### src/rtl/picam_pkg.sv
// picam_pkg
// Shared types and constants for the PICAM front-end sequencer.
//   seq_state_t : sequencer FSM states; the encoding is what appears on state_o
//   OP_*        : command opcodes carried in payload[4:3] of a command frame
//   FRAME_W     : payload bits per frame
//   INSTR_W     : instruction width, built from a lo frame followed by a hi frame
package picam_pkg;

  localparam int FRAME_W = 5;
  localparam int INSTR_W = 2 * FRAME_W;

  typedef enum logic [2:0] {
    IDLE    = 3'd0,
    L_ADDR  = 3'd1,
    L_LO    = 3'd2,
    L_HI    = 3'd3,
    WRITE   = 3'd4,
    RUN_RST = 3'd5,
    RUN     = 3'd6
  } seq_state_t;

  localparam logic [1:0] OP_STEP = 2'b00;
  localparam logic [1:0] OP_LOAD = 2'b01;
  localparam logic [1:0] OP_RUN  = 2'b10;
  localparam logic [1:0] OP_HALT = 2'b11;

endpackage

### src/rtl/picam_frame_rx.sv
// picam_frame_rx
// Detects frames on the shared input bus. A frame is the rising edge of the
// strobe bit; its payload is the low bits of the bus in that same cycle.
// Ports:
//   i_clock       : system clock
//   i_reset       : synchronous, active-high reset
//   i_in_bus      : [FRAME_W] = strobe, [FRAME_W-1:0] = payload
//   o_frame_valid : one-cycle pulse in the cycle the strobe rises
//   o_frame_data  : payload, valid when o_frame_valid is high
module picam_frame_rx
  import picam_pkg::*;
(
  input  logic               i_clock,
  input  logic               i_reset,
  input  logic [FRAME_W:0]   i_in_bus,
  output logic               o_frame_valid,
  output logic [FRAME_W-1:0] o_frame_data
);

  logic r_strb_q;
  logic w_strb;

  assign w_strb = i_in_bus[FRAME_W];

  // r_strb_q resets high so a strobe that is already high when reset
  // releases is treated as old, not as a fresh edge.
  always_ff @(posedge i_clock) begin
    if (i_reset) begin
      r_strb_q <= 1'b1;
    end else begin
      r_strb_q <= w_strb;
    end
  end

  assign o_frame_valid = w_strb & ~r_strb_q;
  assign o_frame_data  = i_in_bus[FRAME_W-1:0];

endmodule

### src/rtl/picam_seq_ctrl.sv
// picam_seq_ctrl
// Front-end sequencer for the PICAM core. Decodes strobed frames into either
// program-memory loads (LOAD, addr, lo, hi) or core sequencing commands
// (STEP, RUN, RUN-resume, HALT). It owns the core clock-enable and reset, and
// the core is never enabled while a load is in progress.
//
//   state   | meaning
//   --------+---------------------------------------------------------
//   IDLE    | waiting for a command frame, core stopped
//   L_ADDR  | load: waiting for the address frame
//   L_LO    | load: waiting for the low instruction frame
//   L_HI    | load: waiting for the high instruction frame
//   WRITE   | one-cycle program-memory write strobe
//   RUN_RST | one-cycle core reset before running
//   RUN     | core enabled every cycle until HALT
//
// Ports:
//   clock        : system clock
//   reset        : synchronous, active-high reset
//   in_bus       : [5] frame strobe, [4:0] payload
//   mem_we       : program-memory write strobe (one cycle)
//   mem_addr     : write address
//   mem_wdata    : write data {hi, lo}
//   core_en      : core clock-enable
//   core_rst     : core reset pulse
//   busy         : load sequence in progress
//   words_loaded : completed writes, saturating at 255
//   state_o      : current FSM state (debug)
module picam_seq_ctrl
  import picam_pkg::*;
#(
  parameter int ADDR_W = 5
) (
  input  logic               clock,
  input  logic               reset,
  input  logic [FRAME_W:0]   in_bus,
  output logic               mem_we,
  output logic [ADDR_W-1:0]  mem_addr,
  output logic [INSTR_W-1:0] mem_wdata,
  output logic               core_en,
  output logic               core_rst,
  output logic               busy,
  output logic [7:0]         words_loaded,
  output logic [2:0]         state_o
);

  logic               w_frame_valid;
  logic [FRAME_W-1:0] w_frame_data;
  logic [1:0]         w_op;
  logic               w_resume;

  seq_state_t         r_state;
  logic               r_mem_we;
  logic [ADDR_W-1:0]  r_mem_addr;
  logic [INSTR_W-1:0] r_mem_wdata;
  logic               r_core_en;
  logic               r_core_rst;
  logic               r_busy;
  logic [7:0]         r_words_loaded;

  picam_frame_rx u_frame_rx (
    .i_clock       (clock),
    .i_reset       (reset),
    .i_in_bus      (in_bus),
    .o_frame_valid (w_frame_valid),
    .o_frame_data  (w_frame_data)
  );

  assign w_op     = w_frame_data[FRAME_W-1:FRAME_W-2];
  assign w_resume = w_frame_data[0];

  // Single registered FSM. Pulsed outputs (mem_we, core_rst) and core_en
  // default low each cycle and are raised on the transition into the state
  // that owns them, so they line up with that state's cycle.
  always_ff @(posedge clock) begin
    if (reset) begin
      r_state        <= IDLE;
      r_mem_we       <= 1'b0;
      r_mem_addr     <= '0;
      r_mem_wdata    <= '0;
      r_core_en      <= 1'b0;
      r_core_rst     <= 1'b0;
      r_busy         <= 1'b0;
      r_words_loaded <= '0;
    end else begin
      r_mem_we   <= 1'b0;
      r_core_rst <= 1'b0;
      r_core_en  <= 1'b0;

      case (r_state)
        IDLE: begin
          if (w_frame_valid) begin
            case (w_op)
              OP_LOAD: begin
                r_state <= L_ADDR;
                r_busy  <= 1'b1;
              end
              OP_STEP: begin
                r_core_en <= 1'b1;
              end
              OP_RUN: begin
                if (w_resume) begin
                  r_state   <= RUN;
                  r_core_en <= 1'b1;
                end else begin
                  r_state    <= RUN_RST;
                  r_core_rst <= 1'b1;
                end
              end
              default: begin
                // HALT while idle has nothing to stop
              end
            endcase
          end
        end

        L_ADDR: begin
          if (w_frame_valid) begin
            // address narrower than a frame: upper payload bits are dropped
            r_mem_addr <= w_frame_data[ADDR_W-1:0];
            r_state    <= L_LO;
          end
        end

        L_LO: begin
          if (w_frame_valid) begin
            r_mem_wdata[FRAME_W-1:0] <= w_frame_data;
            r_state                  <= L_HI;
          end
        end

        L_HI: begin
          if (w_frame_valid) begin
            r_mem_wdata[INSTR_W-1:FRAME_W] <= w_frame_data;
            r_mem_we                       <= 1'b1;
            r_state                        <= WRITE;
          end
        end

        WRITE: begin
          // frame spacing guarantees no frame lands in this cycle
          if (r_words_loaded != 8'hFF) begin
            r_words_loaded <= r_words_loaded + 8'd1;
          end
          r_busy  <= 1'b0;
          r_state <= IDLE;
        end

        RUN_RST: begin
          r_core_en <= 1'b1;
          r_state   <= RUN;
        end

        RUN: begin
          // only HALT is honoured while running; LOAD is locked out here
          if (w_frame_valid && (w_op == OP_HALT)) begin
            r_state <= IDLE;
          end else begin
            r_core_en <= 1'b1;
          end
        end

        default: begin
          r_state <= IDLE;
        end
      endcase
    end
  end

  assign mem_we       = r_mem_we;
  assign mem_addr     = r_mem_addr;
  assign mem_wdata    = r_mem_wdata;
  assign core_en      = r_core_en;
  assign core_rst     = r_core_rst;
  assign busy         = r_busy;
  assign words_loaded = r_words_loaded;
  assign state_o      = r_state;

endmodule
### config.mk
export PLATFORM = sky130hd
export DESIGN_NAME = picam_seq_ctrl
export DESIGN_NICKNAME = d
export VERILOG_FILES = /design/src/rtl/picam_pkg.sv /design/src/rtl/picam_frame_rx.sv /design/src/rtl/picam_seq_ctrl.sv
export SDC_FILE = /design/constraint.sdc
export NUM_CORES = 1
export LEC_CHECK = 0
export BUFFER_PORTS_ARGS = -buffer_cell sky130_fd_sc_hd__buf_2
export CORE_ASPECT_RATIO = 1.1
export CORE_MARGIN = 2
export CORE_UTILIZATION = 45
export CTS_BUF_LIST = sky130_fd_sc_hd__clkbuf_2
export DETAILED_ROUTE_END_ITERATION = 8
export GPL_TIMING_DRIVEN = 0
export PLACE_DENSITY = 0.69
export SETUP_SLACK_MARGIN = 0.5
export SLEW_MARGIN = 20
export SYNTH_ARGS = -nofsm -noshare
export SYNTH_HDL_FRONTEND = slang
export SYNTH_HIERARCHICAL = 1
export SYNTH_SLANG_ARGS = --single-unit
### constraint.sdc
create_clock -name clock -period 3.15 [get_ports clock]
set_input_delay 0.63 -clock clock [delete_from_list [all_inputs] [get_ports clock]]
set_output_delay 0.63 -clock clock [all_outputs]
set_load 0.02 [all_outputs]
* After elaboration in Yosys (flattened, before gate mapping)
Cells that the tools add are included.
Word-level totals: register bits 31, bits of input ports 8, output and inout bits 30
Cells by class: $add $sub $neg 1, equal/unequal tests 17, multiplexer cells 18, bitwise gates (word level) 6, reductions and logical operators 12
Operators by type and width (count):
- case mux 3 bit (6 select lines) | 1
- 2-to-1 mux 3 bit | 5
- inequality test 2 bit, second input constant | 5
- == test 3 bit, second input constant | 3
- adder 8 x 1 -> 8 bit, second input constant | 1
- inequality test 8 bit, second input constant | 1
- AND reduction 2 bit | 4
- 2-to-1 mux 1 bit | 7
- == test 3 x 2 -> 1 bit, second input constant | 2
- case mux 3 bit (2 select lines) | 1
- AND reduction 6 bit | 1
- inverter 1 bit | 5
- == test 2 bit, second input constant | 2
- case mux 1 bit (2 select lines) | 2
- OR reduction 4 bit | 1
- == test 3 x 1 -> 1 bit, second input constant | 1
- zero test 3 bit | 1
- inequality test 3 x 1 -> 1 bit, second input constant | 1
- case mux 1 bit (3 select lines) | 1
- AND reduction 3 bit | 1
- == test 2 x 1 -> 1 bit, second input constant | 1
- zero test 2 bit | 1
- 2-to-1 mux 2 bit | 1
- inequality test 2 x 1 -> 1 bit, second input constant | 1
- 4 further kinds | 4

* Logic depth before layout (Yosys ltp)
depth in word-level cells 5, mapped depth 6, mapped depth without buffers 5

* Cells and area by module
Netlist, hierarchy kept.
By module, submodules not included:
- picam_seq_ctrl | instances 1, cells an instance 147, area an instance 1341.3 um2
- picam_frame_rx | instances 1, cells an instance 8, area an instance 70.1 um2

* Worst setup path before layout
No wires, ideal clock.
path type input to register, from input in_bus[5], to register r_mem_wdata[3] (netlist: mem_wdata[3]), library setup time 0.128 ns, arrival 1.937 ns, required time 3.022 ns, path slack 1.085 ns, stages on the path 5, path through nor2b_1 nor2b_1 nor3b_2 mux2i_1 nor2_1
Between the ends: word-level cells in the longest chain between the ends 2
RTL lines:
- from (decl) | line picam_seq_ctrl.sv:36 | input logic [FRAME_W:0] in_bus,
- AND 1 bit | line picam_frame_rx.sv:35 | assign o_frame_valid = w_strb & ~r_strb_q;
- AND reduction 2 bit (no source line)
- to (signal, indexed assignment) | line picam_seq_ctrl.sv:127 | r_mem_wdata[FRAME_W-1:0] <= w_frame_data;
- to (signal, indexed assignment) | line picam_seq_ctrl.sv:134 | r_mem_wdata[INSTR_W-1:FRAME_W] <= w_frame_data;
- to (decl) | line picam_seq_ctrl.sv:55 | logic [INSTR_W-1:0] r_mem_wdata;
No other way between the ends. A chain may end at the register's enable or synchronous reset.

* Worst setup path after layout
from input in_bus[5], to register r_mem_wdata[4] (netlist: mem_wdata[4])
Between the ends: word-level cells in the longest chain between the ends 2
RTL lines:
- AND 1 bit | line picam_frame_rx.sv:35
- named net w_frame_valid | line picam_seq_ctrl.sv:47 | logic w_frame_valid;
- AND reduction 2 bit (no source line)
The timed path passes the listed nets, and every way through them passes these cells.

==> impl_metrics.yaml <==
clock_tree:
  cts_max_level: 2
  cts_made_buffers: 5
  post_cts_resize_count: 0
  cts_tree: "built"
  clk_path_buf_depth: 2
  root_buffer: "clkbuf_2"
  clock_sink_count: 31
  hold_buffers: 0
  postCtsSetupBuffers: 0
  insertion_delay_ns: 0.38
  clk_pin_slew_ns: 0.17
min_path:
  hp-start: "in_bus[5]"
  sink_of_the_worst_hold_path: "u_frame_rx/r_strb_q"
  timing.hold.worst_path_depth: 2
  hold_path.class: "primary input to flop"
final_layout:
  fraction_of_layout_cells_with_a_size_suffix_above_1: 0.277
  n_antenna_cell: 0
  finalNetCount: 203
  area_delta_synth_final_pct: 17.6
place:
  dp_hpwl_um: 2270
  globalplace.congestion: 0.784
  port-buffer-count: 32
critical_path:
  worst-r2r-setup-slack_ns: 1.06
  regToRegEndpoint: "mem_wdata[4]"
  path_class: "primary input to flop"
  timing.rr.start: "u_frame_rx/r_strb_q"
  rr_worst_depth: 5
  timing.critical_path.from_type: "primary input"
  worstSetupEndpointType: "flop"
  worst-endpoint-required_ns: 3.42
  worst_ep_arrival_time_ns: 2.37
  critical_path.max_fanout: 8
synth:
  synthDominantAreaCellType: "dfxtp_1"
  post-synth-top-count-cell: "dfxtp_1"
  postSynthAreaPerCell_um2: 9.11
  edff_count_synth: 0
  total_of_flip_flops_plus_latches_after_synthesis: 31
  synthFlopType: "dfxtp_1"
  synth_area_um2: 1410
  synth_top_area_share: 0.440
  yosys-top-cells-area: "dfxtp_1 44%, mux2i_1 12%, nor2_1 5.9%"
  yosysWarningCount: 6
  postSynthNetCount: 164
  synth-seq-area-share: 0.440
  synth.top_cells.by_count: "31 x dfxtp_1, 22 x nor2_1, 17 x mux2i_1"
  postSynthCellCount: 155
  async_reset_ff_frac: 0
  post_synth_num_cell_types: 42
sta:
  worst_hold_slack_ns: 0.424
  worst_skew_ns: 0.0135
  hold_viol_final: 0
  final_min_period_over_clock_period: 0.667
  max_clock_freq_mhz: 476
  fin_crit_ns: 2.10
  finalSetupViolCount: 0
  max-slew-margin-rel: 0.618
  setup_total_negative_slack_ns: 0
  timing.final.max_slew_violations: 0
  max_slew.worst_pin.slew_ns: 0.571
  grt_setup_unrepaired: "false"
global_route:
  first_global_vias: 1187
  grt_first_pass_wirelength_um: 5310
  grt_start_max_net_pins: 12
  initial_antenna_violation_count: 0
  gr-usage-all-layers: 0.188
  gr-total-overflow: 0
pwr:
  max-vdd-ir-drop_uv: 288
  power_per_cell_area_nw_per_um2: 385
  power_leakage_uw: 0.000738
floorplanning:
  placement_rows: 21
  placeableCoreArea_um2: 3020
  ioPinCount: 38
  die_width_um: 57.4
  initial_core_util: 0.467
  floorplan_die_height_um: 62.7
  fp.dieArea_um2: 3600
routing:
  dr.first_iter.drc_count: 52
  postRouteAntennaNets: 0
  route.final.wire_length_um: 3110
  dr.pass1.iters: 6
  post-route-drc-count: 0
  route.vias.total: 1250
  routed_length_per_instance_um: 13.6
  viasPerCell: 5.46
run:
  drv.max_cap_violation_count: 0
run_status:
  outcome: "finished, final reports clean"
layout make-up:
type | instances | area, um2
Clock buffer | 5 | 25.0
Timing Repair Buffer | 32 | 160
Buffer | 16 | 81.3
Multi-Input combinational cell | 105 | 698
Fill cell | 284 | 1360
Tap cell | 34 | 42.5
Clock inverter | 3 | 20.0
Sequential cell | 31 | 621
Inverter | 3 | 11.3
placed cells by master (no fill, tap or decap), types with 2 or more instances in the layout:
cell	n
a21boi_0	2
a21oi_1	9
a311oi_1	3
a31oi_1	2
and3_1	2
buf_2	34
buf_4	5
clkbuf_1	8
clkbuf_2	5
clkinvlp_4	2
dfxtp_1	31
inv_1	3
mux2i_1	17
nand2_1	6
nand3_1	5
nand4_1	2
nor2_1	22
nor2b_1	4
nor3_1	2
nor4_1	2
o21ai_0	4
o31ai_1	2
worst max-delay path, cell delays in order:
cell and delay, ns:
buf_2 0.08, nor2b_1 0.42, nor2b_1 0.38, nor3b_2 0.56, mux2i_1 0.25, nor2_1 0.05
metal layers:
layer / wire (um) / vias up / global-route usage
met1: 1370 / 590 / 0.219
met4: 54 / 0 / 0.0785
met3: 202 / 6 / 0.0725
li1: - / 623 / -
met5: 0 / - / 0
met2: 1480 / 31 / 0.303
sequential cells by signal, summed over array words and instances (netlist names):
name and count:
mem_wdata 10, words_loaded 8, mem_addr 5, state_o 3, busy 1, core_en 1
core_rst 1, mem_we 1, u_frame_rx/r_strb_q 1
how the worst max path moves through the flow:
stage	startpoint	end	cells past startpoint
2_1_floorplan	in_bus[5]	mem_wdata[3]	5
3_3_place_gp	in_bus[5]	mem_wdata[4]	6
3_5_place_dp	in_bus[5]	mem_wdata[4]	6
4_1_cts	in_bus[5]	mem_wdata[4]	6
5_1_grt	u_frame_rx/r_strb_q	mem_wdata[1]	5
6_report	in_bus[5]	mem_wdata[4]	6
through the flow:
| stage | utilization | power [uW] | setup slack (ns) | instances | instance area [um2] |
|---|---|---|---|---|---|
| after global placement | 0.534 | 446 | 0.695 | 221 | 1610 |
| after floorplan | - | 436 | 1.08 | 155 | 1410 |
| after CTS | 0.549 | 643 | 1.07 | 229 | 1660 |
| after global routing | 0.549 | 666 | 0.873 | 229 | 1660 |
| final | 0.549 | 638 | 1.05 | 229 | 1660 |
| after detailed placement | 0.534 | 448 | 0.649 | 221 | 1610 |
kinds of logic (layout without fill, tap and decap cells):
group                    after synthesis  after routing  share of synthesized area
AO/OA/AOI/OAI                         27             27                      0.127
XOR/XNOR                               2              2                     0.0124
adder cells (fa/ha/maj)                1              1                    0.00886
AND/OR/NAND/NOR                       57             57                      0.218
buffers and inverters                 19             59                     0.0656
flip-flops                            31             31                      0.440
multiplexers                          18             18                      0.129
power by group:
group / total [uW] / switching [uW] / internal, uW
clock: 199 / 146 / 52.6
sequential: 397 / 1.53 / 395
combinational: 42.8 / 26.7 / 16.2
No activity file was read; power rests on OpenSTA's default activity.
